[config.mk]
export PLATFORM = sky130hd
export DESIGN_NAME = seg_scan_controller
export DESIGN_NICKNAME = d
export VERILOG_FILES = /design/src/rtl/seg_scan_controller_pkg.sv /design/src/rtl/seg_scan_controller_anode_decode.sv /design/src/rtl/seg_scan_controller.sv
export SDC_FILE = /design/constraint.sdc
export NUM_CORES = 1
export LEC_CHECK = 0
export CORE_UTILIZATION = 45
export DETAILED_ROUTE_END_ITERATION = 6
export MAX_ROUTING_LAYER = met4
export PLACE_DENSITY = 0.69
export RECOVER_POWER = 100
export SETUP_SLACK_MARGIN = 0.4
export SYNTH_ARGS = -nofsm -noshare
export SYNTH_HDL_FRONTEND = slang
export SYNTH_SLANG_ARGS = --single-unit
[constraint.sdc]
create_clock -name clk -period 4.2 [get_ports clk]
set_input_delay 0.84 -clock clk [delete_from_list [all_inputs] [get_ports clk]]
set_output_delay 0.84 -clock clk [all_outputs]
set_load 0.005 [all_outputs]
[src/rtl/seg_scan_controller_pkg.sv]
// seg_scan_controller_pkg
//   Definitions shared by the display blocks: a constant clog2 helper, a
//   minimum-width helper for counters and indices, anode polarity constants
//   and default refresh timing values.
package seg_scan_controller_pkg;

   localparam int DEFAULT_PRESCALE = 50000;
   localparam int DEFAULT_GUARD    = 2;

   localparam bit ANODE_POL_HIGH = 1'b0;  // active anode driven 1
   localparam bit ANODE_POL_LOW  = 1'b1;  // active anode driven 0

   function automatic int clog2(input int value);
      int r;
      r = 0;
      for (int v = value - 1; v > 0; v = v >> 1) r++;
      return r;
   endfunction

   // Width of a counter/index that must hold 0..count-1, never below 1 bit.
   function automatic int min_width(input int count);
      return (clog2(count) < 1) ? 1 : clog2(count);
   endfunction

endpackage

[src/rtl/seg_scan_controller_anode_decode.sv]
// anode_decode
//   Combinational digit index + enable to one-hot anode drive with selectable
//   polarity. The parent registers the result.
// Ports
//   sel    in   SEL_W       digit index (0 = rightmost)
//   on     in   1           1 = drive the selected anode active
//   anode  out  NUM_DIGITS  one-hot (or none) anode pattern, polarity applied
module anode_decode
   import seg_scan_controller_pkg::*;
#(
   parameter int NUM_DIGITS       = 4,
   parameter bit ANODE_ACTIVE_LOW = ANODE_POL_HIGH,
   localparam int SEL_W           = min_width(NUM_DIGITS)
) (
   input  logic [SEL_W-1:0]      sel,
   input  logic                  on,
   output logic [NUM_DIGITS-1:0] anode
);

   logic [NUM_DIGITS-1:0] onehot;

   // Compare-based decode keeps out-of-range indices (non power-of-2 digit
   // counts) from ever selecting a bit.
   always_comb begin
      onehot = '0;
      for (int i = 0; i < NUM_DIGITS; i++) begin
         onehot[i] = on && (sel == SEL_W'(i));
      end
      anode = ANODE_ACTIVE_LOW ? ~onehot : onehot;
   end

endmodule

[src/rtl/seg_scan_controller.sv]
// seg_scan_controller
//   Multiplexed 7-segment digit scanner. Owns the refresh timebase, steps a
//   digit index through NUM_DIGITS slots and drives registered one-hot
//   anodes with a per-digit blanking mask, PWM brightness, an anti-ghost
//   guard window at the start of each slot and selectable anode polarity.
// Ports
//   clk         in   1           system clock, rising edge
//   rst         in   1           asynchronous reset, active-high
//   en          in   1           scan enable; 0 freezes timebase and blanks
//   digit_mask  in   NUM_DIGITS  1 = digit lit, 0 = digit blanked
//   bright      in   DUTY_BITS   duty level, captured at each slot advance
//   sel_out     out  SEL_W       index of the digit in its slot
//   anode       out  NUM_DIGITS  anode drive, polarity per ANODE_ACTIVE_LOW
//   slot_tick   out  1           pulse in first cycle of each new slot
//   frame_done  out  1           pulse in first cycle of slot 0 after a wrap
module seg_scan_controller
   import seg_scan_controller_pkg::*;
#(
   parameter int NUM_DIGITS       = 4,
   parameter int PRESCALE         = DEFAULT_PRESCALE,
   parameter int GUARD            = DEFAULT_GUARD,
   parameter int DUTY_BITS        = 4,
   parameter bit ANODE_ACTIVE_LOW = ANODE_POL_HIGH,
   localparam int SEL_W           = min_width(NUM_DIGITS),
   localparam int PRE_W           = min_width(PRESCALE)
) (
   input  logic                  clk,
   input  logic                  rst,
   input  logic                  en,
   input  logic [NUM_DIGITS-1:0] digit_mask,
   input  logic [DUTY_BITS-1:0]  bright,
   output logic [SEL_W-1:0]      sel_out,
   output logic [NUM_DIGITS-1:0] anode,
   output logic                  slot_tick,
   output logic                  frame_done
);

   localparam logic [PRE_W-1:0]      PRE_LAST = PRE_W'(PRESCALE - 1);
   localparam logic [PRE_W-1:0]      GUARD_V  = PRE_W'(GUARD);
   localparam logic [SEL_W-1:0]      SEL_LAST = SEL_W'(NUM_DIGITS - 1);
   localparam logic [NUM_DIGITS-1:0] ANODE_IDLE = {NUM_DIGITS{ANODE_ACTIVE_LOW}};

   logic [PRE_W-1:0]      pre;
   logic [DUTY_BITS-1:0]  bright_q;

   logic                  advance;
   logic [PRE_W-1:0]      pre_nx;
   logic [SEL_W-1:0]      sel_nx;
   logic [DUTY_BITS-1:0]  bright_nx;
   logic                  mask_bit;
   logic                  duty_on;
   logic                  lit_nx;
   logic [NUM_DIGITS-1:0] anode_nx;

   // Next-state of the timebase. Registered outputs are derived from these
   // next values so anode/pulses line up with sel_out and pre in the same
   // cycle, with no one-cycle lag at slot edges.
   always_comb begin
      advance   = en && (pre == PRE_LAST);
      pre_nx    = pre;
      sel_nx    = sel_out;
      bright_nx = bright_q;
      if (en) begin
         pre_nx = advance ? '0 : pre + 1'b1;
      end
      if (advance) begin
         sel_nx    = (sel_out == SEL_LAST) ? '0 : sel_out + 1'b1;
         bright_nx = bright;
      end

      mask_bit = 1'b0;
      for (int i = 0; i < NUM_DIGITS; i++) begin
         if (sel_nx == SEL_W'(i)) mask_bit = digit_mask[i];
      end

      // All-ones brightness must be fully on, which a plain "<" cannot express.
      duty_on = (bright_nx == '1) || (pre_nx[DUTY_BITS-1:0] < bright_nx);
      lit_nx  = en && mask_bit && (pre_nx >= GUARD_V) && duty_on;
   end

   anode_decode #(
      .NUM_DIGITS      (NUM_DIGITS),
      .ANODE_ACTIVE_LOW(ANODE_ACTIVE_LOW)
   ) u_anode_decode (
      .sel  (sel_nx),
      .on   (lit_nx),
      .anode(anode_nx)
   );

   always_ff @(posedge clk or posedge rst) begin
      if (rst) begin
         pre        <= '0;
         sel_out    <= '0;
         bright_q   <= '0;
         anode      <= ANODE_IDLE;
         slot_tick  <= 1'b0;
         frame_done <= 1'b0;
      end else begin
         pre        <= pre_nx;
         sel_out    <= sel_nx;
         bright_q   <= bright_nx;
         anode      <= anode_nx;
         slot_tick  <= advance;
         frame_done <= advance && (sel_nx == '0);
      end
   end

endmodule
# Yosys cells after proc, flatten, opt, wreduce, memory -nomap -nowiden
# Cells that the tools add are included.
[word_totals] ff_bits=28 latch_bits=0 ramBits=0 rom_bits=0 output_inout_bits=8 mem_count=0
[op_classes] add_sub_neg=2 multipliers=0 div=0 n_lt_le_gt_ge=2 n_eq_ne=6 n_shift=0 n_mux=9 n_bitwise=0 n_reduce_logical=11
[ops] op="16-bit 2-to-1 mux" n=2
[ops] op="16-bit by 1-bit adder with 16-bit output, second input constant" n=1
[ops] op="16-bit equality test, second input constant" n=1
[ops] op="16-bit by 2-bit greater-or-equal comparator with 1-bit output, second input constant" n=1
[ops] op="1-bit logical AND" n=9
[ops] op="2-bit equality test, second input constant" n=3
[ops] op="4-bit equality test, second input constant" n=1
[ops] op="4-bit < comparator" n=1
[ops] op="1-bit 2-to-1 mux" n=4
[ops] op="2-bit 2-to-1 mux" n=2
[ops] op="4-bit 2-to-1 mux" n=1
[ops] op="2-bit by 1-bit adder with 2-bit output, second input constant" n=1
[ops] op="2-bit by 1-bit equality test with 1-bit output, second input constant" n=1
[ops] op="2-bit zero test" n=1
[ops] op="1-bit logical OR" n=1

# Logic depth before layout (Yosys ltp)
# Gate-level depths: netlist of the first run.
[logic_depth] word_depth=12 ltp_mapped=15

# Hierarchy
# Synthesis of the first run repeated with hierarchy kept, for this count alone.
[unflattened] hier_cells=168 hier_area_um2=1686.6
[by_module_without_submodules] mod="seg_scan_controller" instances=1 cells_per_inst=164 area_per_inst_um2=1649.1 seq_area_each_um2=700.7
[by_module_without_submodules] mod="anode_decode" instances=1 cells_per_inst=4 area_per_inst_um2=37.5 seq_area_each_um2=0.0

# Worst setup path before layout of the first run
# Ideal clock, no wire load.
[synth_timing] kind="in2reg" from="input en" to="register anode[2]" setup_ns=0.135 arrival_ns=3.010 t_required_ns=4.065 slack_ns=1.056 cell_stages=15 cell_sequence="buf_6 -> and4_1 -> buf_4 -> and4_4 -> buf_12 -> buf_2 -> nand2_1 -> and2_1 -> ha_1 -> nand3_1 -> a31oi_1 -> nand2_1 -> a32oi_1 -> nand3b_1 -> a21oi_1"
[synth_via] elab_chain_cells=11
[synth_lines] element="start, declared" line_no="seg_scan_controller.sv:29" source="input logic en,"
[synth_lines] element="branches (longest 10 deep; another with 16-bit by 2-bit greater-or-equal comparator with 1-bit output)"
[synth_lines] element="1-bit logical AND *" line_no="seg_scan_controller_anode_decode.sv:27" source="onehot[i] = on && (sel == SEL_W'(i));"
[synth_lines] element="via anode_nx[2]" line_no="seg_scan_controller.sv:53" source="logic [NUM_DIGITS-1:0] anode_nx;"
[synth_lines] element="end signal, assigned" line_no="seg_scan_controller.sv:102" source="anode <= anode_nx;"
[synth_lines] element="end, declared" line_no="seg_scan_controller.sv:33" source="output logic [NUM_DIGITS-1:0] anode,"
# Mark *: on every way through the listed nets, which the timed path passes.

# Final worst setup path of the first run
# Ends and elaborated chain as after synthesis.

==> out/qor.txt, run 1 <==
GLOBAL ROUTING
--------------------------------------------------------------------------------
Maximum number of pins on one net before global-route repair ......           29
Global-route layer with the greatest usage ........................         met2
Met1 track utilization from global routing ........................        26.5%
Met3 Track Usage GR ...............................................        2.64%
Leftover overflow at the end of global routing ....................            0
GR Util All Layers ................................................        19.1%
Global-route wire length before repair ............................      6070 um
Initial antenna violation count ...................................            0
Vias in the first global route ....................................        1,278
M2 GR Usage .......................................................        29.7%

SYNTHESIS
--------------------------------------------------------------------------------
Number of nets produced by synthesis ..............................          190
Proportion of synthesized chip area in sequential cells ...........        39.5%
Synthesis-stage register bit count ................................           28
Post-synth cell types .............................................           51
Mapped Avg Cell Area ..............................................   10.2 sq um
Warnings, synthesis ...............................................            0
Syn Inst Count ....................................................          174
Cell Area, Synth ..................................................   1780 sq um

WORST SETUP PATH
--------------------------------------------------------------------------------
Type of the worst setup path ......................................    in -> reg
Worst R2R Setup Slack .............................................      1.10 ns
Element type at the critical path start ...........................   input port
Most prevalent standard cell on the critical path ................. sky130_fd_sc_hd__nand2_1
Critical Path End Type ............................................     register
Required arrival time at the worst endpoint .......................      4.35 ns
Cell type group with the largest total delay on the critical path . simple AND/OR/NAND/NOR gates
Buffering stage count on the worst path with inverters included ...            2
Critical path, cell by cell ....................................... dlygate4sd3_1 -> and4_1 -> nand4_1 -> clkbuf_1 -> nand2_1 -> and2_0 -> ha_1 -> nand3_1 -> a31oi_1 -> nand2_1 -> a32oi_1 -> nand3b_1 -> a21oi_1
Worst EP arrival ..................................................      3.70 ns
Crit-path max cell delay ..........................................      0.55 ns
Critical-path maximum fanout ......................................           12
Slowest cell on crit path ......................................... sky130_fd_sc_hd__dlygate4sd3_1
Beginning of the worst register-to-register path .................. pre[0]$_DFF_PP0_
Worst reg2reg path depth ..........................................           13
Worst reg2reg path endpoint ....................................... anode[2]$_DFF_PP0_

FINISH
--------------------------------------------------------------------------------
Total number of nets in the final design ..........................          203
Synth-to-Final Area Change ........................................        8.32%
Post-layout utilization of the core ...............................        51.8%
Most frequent cells in the layout ................................. sky130_fd_sc_hd__dfrtp_1 (28), sky130_fd_sc_hd__nand2_1 (24), sky130_fd_sc_hd__nor2_1 (13)
Number of antenna cells inserted ..................................            0
Most common library cell in the layout ignoring fill and taps ..... sky130_fd_sc_hd__dfrtp_1
Fill cell count ...................................................          348
Final std cells w/o fill ..........................................          234
Fraction of layout instances using a drive strength above 1 .......        9.14%

CLOCKING
--------------------------------------------------------------------------------
Number of gates given a new drive strength after cts ..............            0
Total number of H-tree levels .....................................            1
Clock Tree Root ................................................... sky130_fd_sc_hd__clkbuf_8
CTS clock-pin slew for the worst setup and hold paths .............      0.10 ns
Clock tree from TritonCTS .........................................         done
Clock latency on the worst-skew pair ..............................      0.28 ns
Number of buffers added to fix hold violations after cts ..........            0
TritonCTS buffer count ............................................            3
TritonCTS Sinks ...................................................           28
Clock Path Buffers ................................................            2
Post-CTS Repair Setup Buffers .....................................            0

TIMING
--------------------------------------------------------------------------------
Least setup slack across all paths after layout ...................     0.655 ns
Transition time of the tightest slew-check pin ....................      1.08 ns
Unrepaired setup endpoints after global routing ...................        false
Number of endpoints failing setup at the final stage ..............            0
Clock Skews .......................................................   0.00386 ns
Final max-slew violation count ....................................            0
Setup TNS .........................................................         0 ns
Endpoints failing hold ............................................            0
Normalized max-slew margin ........................................        28.1%
Time the final worst path needs with I/O delays and setup .........      3.55 ns
Max Fclk ..........................................................      282 MHz
Period utilisation layout .........................................        84.4%

FLOORPLAN
--------------------------------------------------------------------------------
Floorplan row count ...............................................           22
Initial cell density of the core ..................................        47.8%
Vertical die dimension ............................................      64.8 um
Die Outline Area ..................................................   4200 sq um
Top-Level Pins ....................................................           19
Area inside the core boundary .....................................   3720 sq um
Overall die width .................................................      64.8 um

WORST HOLD PATH
--------------------------------------------------------------------------------
WHS Endpoint ...................................................... bright_q[0]$_DFF_PP0_
Start point of the worst min-delay path ........................... bright_q[0]$_DFF_PP0_
Type of the worst min-delay path ..................................   reg -> reg
Hold Path Stages ..................................................            2

ROUTE
--------------------------------------------------------------------------------
Via count normalized by instance count ............................         5.74
Initial drt markers ...............................................           88
Post-detailed-routing wire length .................................      3520 um
Count of antenna-violating nets left after detailed routing .......            0
Detailed-router iteration count before antenna repair .............            4
# DRC .............................................................            0
Routed vias .......................................................        1,343
Detailed-route wire length per cell ...............................      15.0 um

PLACE
--------------------------------------------------------------------------------
HPWL Detailed .....................................................      2550 um
Placed cell count .................................................          230
Post-placement setup slack ........................................     0.518 ns
Global placement routability congestion ...........................        0.870
Port buffer count .................................................           18

POWER
--------------------------------------------------------------------------------
Post-route total power ............................................   0.000775 W
Peak supply drop ..................................................       195 uV
Static Leak .......................................................     0.889 nW
PD cells ..........................................................  403 nW/um^2

RUN
--------------------------------------------------------------------------------
Number of violations of the max-capacitance limit .................            0

OUTCOME
--------------------------------------------------------------------------------
Run status ........................................................ complete, no violations

[metal layers]
layer | share of wire [%] | wire length (um)
met1 | 50 | 1760
met2 | 46 | 1620
met3 | 3.0 | 106
met4 | 0.80 | 28
met5 | 0 | 0
[tightest hold or removal path: cells and delay by family, from the launching register on]
family        cells  cell delay (ns)
flops             1             0.40
simple gates      2             0.12
[worst max path at each step]
stage          from  slack, ns                 end  depth (start not counted)
5_1_grt          en       0.34  anode[2]$_DFF_PP0_                         13
3_5_place_dp     en       0.52  anode[2]$_DFF_PP0_                         12
2_1_floorplan    en       1.06  anode[2]$_DFF_PP0_                         15
6_report         en       0.65  anode[2]$_DFF_PP0_                         13
4_1_cts          en       0.83  anode[2]$_DFF_PP0_                         12
3_3_place_gp     en       0.63  anode[2]$_DFF_PP0_                         12
[logic make-up (layout without fill, tap and decap cells)]
group	Yosys count	after routing	share of synthesized area [%]
buffers and inverters	17	29	7.82
multiplexers	1	1	0.564
AO/OA/AOI/OAI	22	22	10.0
AND/OR/NAND/NOR	86	86	31.2
flip-flops	28	28	39.5
adder cells (fa/ha/maj)	5	5	3.52
XOR/XNOR	15	15	7.40
[final cells by class]
class | count | area (sq um) | area share, %
Inverter | 5 | 18.8 | 0.976
Tap cell | 48 | 60.1 | 3.12
Multi-Input combinational cell | 129 | 885 | 46.0
Timing Repair Buffer | 20 | 188 | 9.76
Clock inverter | 1 | 30.0 | 1.56
Clock buffer | 3 | 41.3 | 2.15
Sequential cell | 28 | 701 | 36.4
[synthesized netlist by cell type, drive strengths merged]
master,n,area (sq um)
nor3b,2,15.0
ha,5,62.6
dfrtp,28,701
mux2i,1,10.0
and3,3,20.0
xnor2,7,61.3
nor4,4,37.5
and2,3,18.8
a21oi,4,23.8
a211oi,3,22.5
a22o,1,8.76
nand2,25,96.4
nor2,13,48.8
nand2b,3,18.8
buf,11,106
nand3,5,25.0
and4,5,48.8
clkbuf,1,13.8
a32oi,1,8.76
nand4,11,96.3
a31oi,1,6.26
nor3,4,25.0
o32ai,1,8.76
o21ai,6,41.3
o41ai,1,8.76
o22ai,1,20.0
nand3b,1,7.51
nor4b,3,53.8
a21o,1,7.51
inv,5,18.8
and4bb,2,25.0
a41oi,1,8.76
xor2,8,70.1
o211ai,1,12.5
nor4bb,1,10.0
or3,1,7.51
[stage by stage]
step | area, sq um | hold slack [ns]
floorplan | 1780 | 0.459
global placement | 1910 | 0.500
detailed placement | 1910 | 0.519
CTS | 1980 | 0.545
global route | 1920 | 0.583
finish | 1920 | 0.548
[power breakdown]
part           switching (W)  internal, W  leakage, nW  total (W)
Sequential         0.0000544     0.000296        0.381   0.000350
Clock              0.0000907     0.000128       0.0357   0.000218
Combinational       0.000109    0.0000977        0.472   0.000206
Total               0.000254     0.000521        0.889   0.000775
[state kept, by name, indices dropped and copies added, names as in the netlist]
name,count
pre,16
anode,4
sel_out,2
bright_q,4
frame_done,1
slot_tick,1
No activity file was read; power rests on OpenSTA's default activity.
==> run 2, diff against run 1 <==
- clock period: 4.2 -> 3.35 ns (I/O delays scaled with it)
==> run 2 against run 1 <==
The flow now finishes with violations (capacitance limit, slew limit). Routed wire length rose by 8.9%. Global-route usage rose by 1.3 points. Via count increased by 5.6%. Combinational power up 66%. Critical path depth fell by 1. Register-to-register slack got worse by 0.59 ns. Count of clock-buffer cells in the layout stayed put. Largest cell class unchanged.
==> out/qor.txt, run 2 (synthesis gave the netlist of run 1 again) <==
GLOBAL ROUTING
----------------------------------------------------------------------------------
Leftover overflow at the end of global routing ......................            0   unchanged
Maximum number of pins on one net before global-route repair ........           29   unchanged
Initial antenna violation count .....................................            0   unchanged
Global-route wire length before repair ..............................      6350 um   +4.7%
Vias in the first global route ......................................        1,337   +4.6%
GR Util All Layers ..................................................        20.4%   +1.3 points

TIMING
----------------------------------------------------------------------------------
Transition time of the tightest slew-check pin ......................      1.52 ns   +0.443 ns
Clock Skews .........................................................   0.00365 ns   -0.000208 ns
Normalized max-slew margin ..........................................       -1.29%   -29 points
Tightest hold margin ................................................     0.526 ns   -0.0213 ns
Period utilisation layout ...........................................        85.5%
Number of endpoints failing setup at the final stage ................            0   unchanged
Endpoints failing hold ..............................................            0   unchanged
Setup TNS ...........................................................         0 ns   unchanged
Unrepaired setup endpoints after global routing .....................        false
Time the final worst path needs with I/O delays and setup ...........      2.87 ns
Max Fclk ............................................................      349 MHz
Final max-slew violation count ......................................           29   +29

FINISH
----------------------------------------------------------------------------------
Total number of nets in the final design ............................          212   +4.4%
Register containing the most flip-flops in the final layout .........          pre
Synth-to-Final Area Change ..........................................        13.8%
Most frequent cells in the layout ................................... sky130_fd_sc_hd__dfrtp_1 (28), sky130_fd_sc_hd__nand2_1 (24), sky130_fd_sc_hd__nor2_1 (13)
Largest registers ................................................... pre (16), anode (4), bright_q (4)
Final std cells w/o fill ............................................          243   +3.8%
Fill cell count .....................................................          352   +1.1%
Number of antenna cells inserted ....................................            0   unchanged
Flip-flop count of the largest register, all copies and words added .           16   unchanged
Fraction of layout instances using a drive strength above 1 .........        13.8%   +4.7 points
Most common library cell in the layout ignoring fill and taps ....... sky130_fd_sc_hd__dfrtp_1

CLOCKING
----------------------------------------------------------------------------------
Clock tree from TritonCTS ...........................................         done
Clock Path Buffers ..................................................            2   unchanged
TritonCTS Sinks .....................................................           28   unchanged
Clock Tree Root ..................................................... sky130_fd_sc_hd__clkbuf_8
Number of buffers added to fix hold violations after cts ............            0   unchanged
Total number of H-tree levels .......................................            1   unchanged
Clock latency on the worst-skew pair ................................      0.27 ns   about the same
CTS clock-pin slew for the worst setup and hold paths ...............      0.10 ns   about the same
TritonCTS buffer count ..............................................            3   unchanged

FLOORPLAN
----------------------------------------------------------------------------------
Top-Level Pins ......................................................           19   unchanged
Floorplan row count .................................................           22   unchanged
Area inside the core boundary .......................................   3720 sq um   unchanged
Overall die width ...................................................      64.8 um   unchanged
Initial cell density of the core ....................................        47.8%   unchanged
Die Outline Area ....................................................   4200 sq um   unchanged
Vertical die dimension ..............................................      64.8 um   unchanged

ROUTE
----------------------------------------------------------------------------------
Met3 routed wirelength ..............................................       152 um   +43%
Count of antenna-violating nets left after detailed routing .........            0   unchanged
Detailed-route wire length per cell .................................      15.8 um   +4.8%
Met2 wire length ....................................................      1890 um   +16%
Detailed-router iteration count before antenna repair ...............            5   +1
# DRC ...............................................................            0   unchanged
Via count normalized by instance count ..............................         5.84   +1.7%
Initial drt markers .................................................           61   -31%
Max layer used ......................................................         met4
Routed vias .........................................................        1,418   +5.6%
Post-detailed-routing wire length ...................................      3830 um   +8.9%
Wire length on met1 .................................................      1750 um   -0.40%

PLACE
----------------------------------------------------------------------------------
Port buffer count ...................................................           18   unchanged
Placed cell count ...................................................          235   +2.2%
Global placement routability congestion .............................        0.854   -1.8%
HPWL Detailed .......................................................      2790 um   +9.6%

WORST SETUP PATH
----------------------------------------------------------------------------------
Type of the worst setup path ........................................    in -> reg
Element type at the critical path start .............................   input port
Critical-path maximum fanout ........................................           10   -2
Worst R2R Setup Slack ...............................................      0.51 ns   -0.59 ns
Cell type group with the largest total delay on the critical path ... simple AND/OR/NAND/NOR gates
Buffering stage count on the worst path with inverters included .....            3   +1
Crit-path max cell delay ............................................      0.39 ns   -0.16 ns
Slowest cell on crit path ........................................... sky130_fd_sc_hd__and4_1
Worst EP arrival ....................................................      3.01 ns   -0.69 ns
Critical Path End Type ..............................................     register
Critical path, cell by cell ......................................... dlymetal6s2s_1 -> clkbuf_1 -> and4_1 -> xnor2_1 -> nor2_1 -> ha_4 -> nand3_1 -> a31oi_1 -> nand2_1 -> a32oi_2 -> clkbuf_4 -> a211oi_1
Required arrival time at the worst endpoint .........................      3.49 ns   -0.86 ns

POWER
----------------------------------------------------------------------------------
PD cells ............................................................  510 nW/um^2   +27%
Static Leak .........................................................     0.931 nW   +4.8%
Post-route total power ..............................................    0.00103 W   +33%
Peak supply drop ....................................................       327 uV   +68%

OUTCOME
----------------------------------------------------------------------------------
Violations in the final reports ..................................... capacitance limit, slew limit
Run status .......................................................... finished, violations left

RUN
----------------------------------------------------------------------------------
Number of violations of the max-capacitance limit ...................            1   +1

WORST HOLD PATH
----------------------------------------------------------------------------------
Type of the worst min-delay path ....................................   reg -> reg

==> run 2: area by class of cell <==
cell class / instances / area, sq um / area share, %
clock buffer: 3 / 41.3 / 2.04
clock inverter: 1 / 30.0 / 1.49
inverter: 5 / 18.8 / 0.929
multi-input combinational: 129 / 927 / 45.9
sequential: 28 / 701 / 34.7
tap: 48 / 60.1 / 2.97
timing repair buffer: 29 / 243 / 12.0
==> run 2: worst min-delay path, cell delays in order, from the launching register on <==
cell and delay [ns]:
sky130_fd_sc_hd__dfrtp_1 0.39, sky130_fd_sc_hd__nand2_1 0.06, sky130_fd_sc_hd__nand2_1 0.05
==> run 2: worst paths after layout <==
path	cells past startpoint	endpoint	start
max reg2reg	12	anode[3]$_DFF_PP0_	pre[0]$_DFF_PP0_
max	12	anode[3]$_DFF_PP0_	en
max in group asynchronous	3	pre[10]$_DFF_PP0_	rst
min	2	bright_q[0]$_DFF_PP0_	bright_q[0]$_DFF_PP0_
min reg2reg	2	bright_q[0]$_DFF_PP0_	bright_q[0]$_DFF_PP0_
min in group asynchronous	3	sel_out[1]$_DFF_PP0_	rst
==> run 2: per-layer routing <==
layer,vias up,GRT usage (%)
met4,0,5.28
met3,6,2.82
met2,51,32.7
met1,689,27.1
met5,-,-
li1,672,-
==> run 2: power breakdown <==
part / total [W] / internal (W) / switching (W)
clock network: 0.000266 / 0.000160 / 0.000106
logic: 0.000341 / 0.000160 / 0.000181
registers: 0.000424 / 0.000371 / 0.0000534
==> run 2: through the flow <==
step           area [sq um]  utilization (%)  worst slack (ns)
4_1_cts                2040             54.9             0.409
5_1_grt                2020             54.4             0.283
3_5_place_dp           1960             52.6            0.0876
6_report               2020             54.4             0.485
2_1_floorplan          1780                -             0.408
3_3_place_gp           1960             52.6             0.126
==> run 2: what timing repair did <==
| action | in CTS | in global routing |
|---|---|---|
| endpoints found under the setup margin | 1 | 4 |
| buffers inserted | 2 | 2 |
| gates resized for setup | 0 | 9 |
| pin swaps | 1 | 2 |
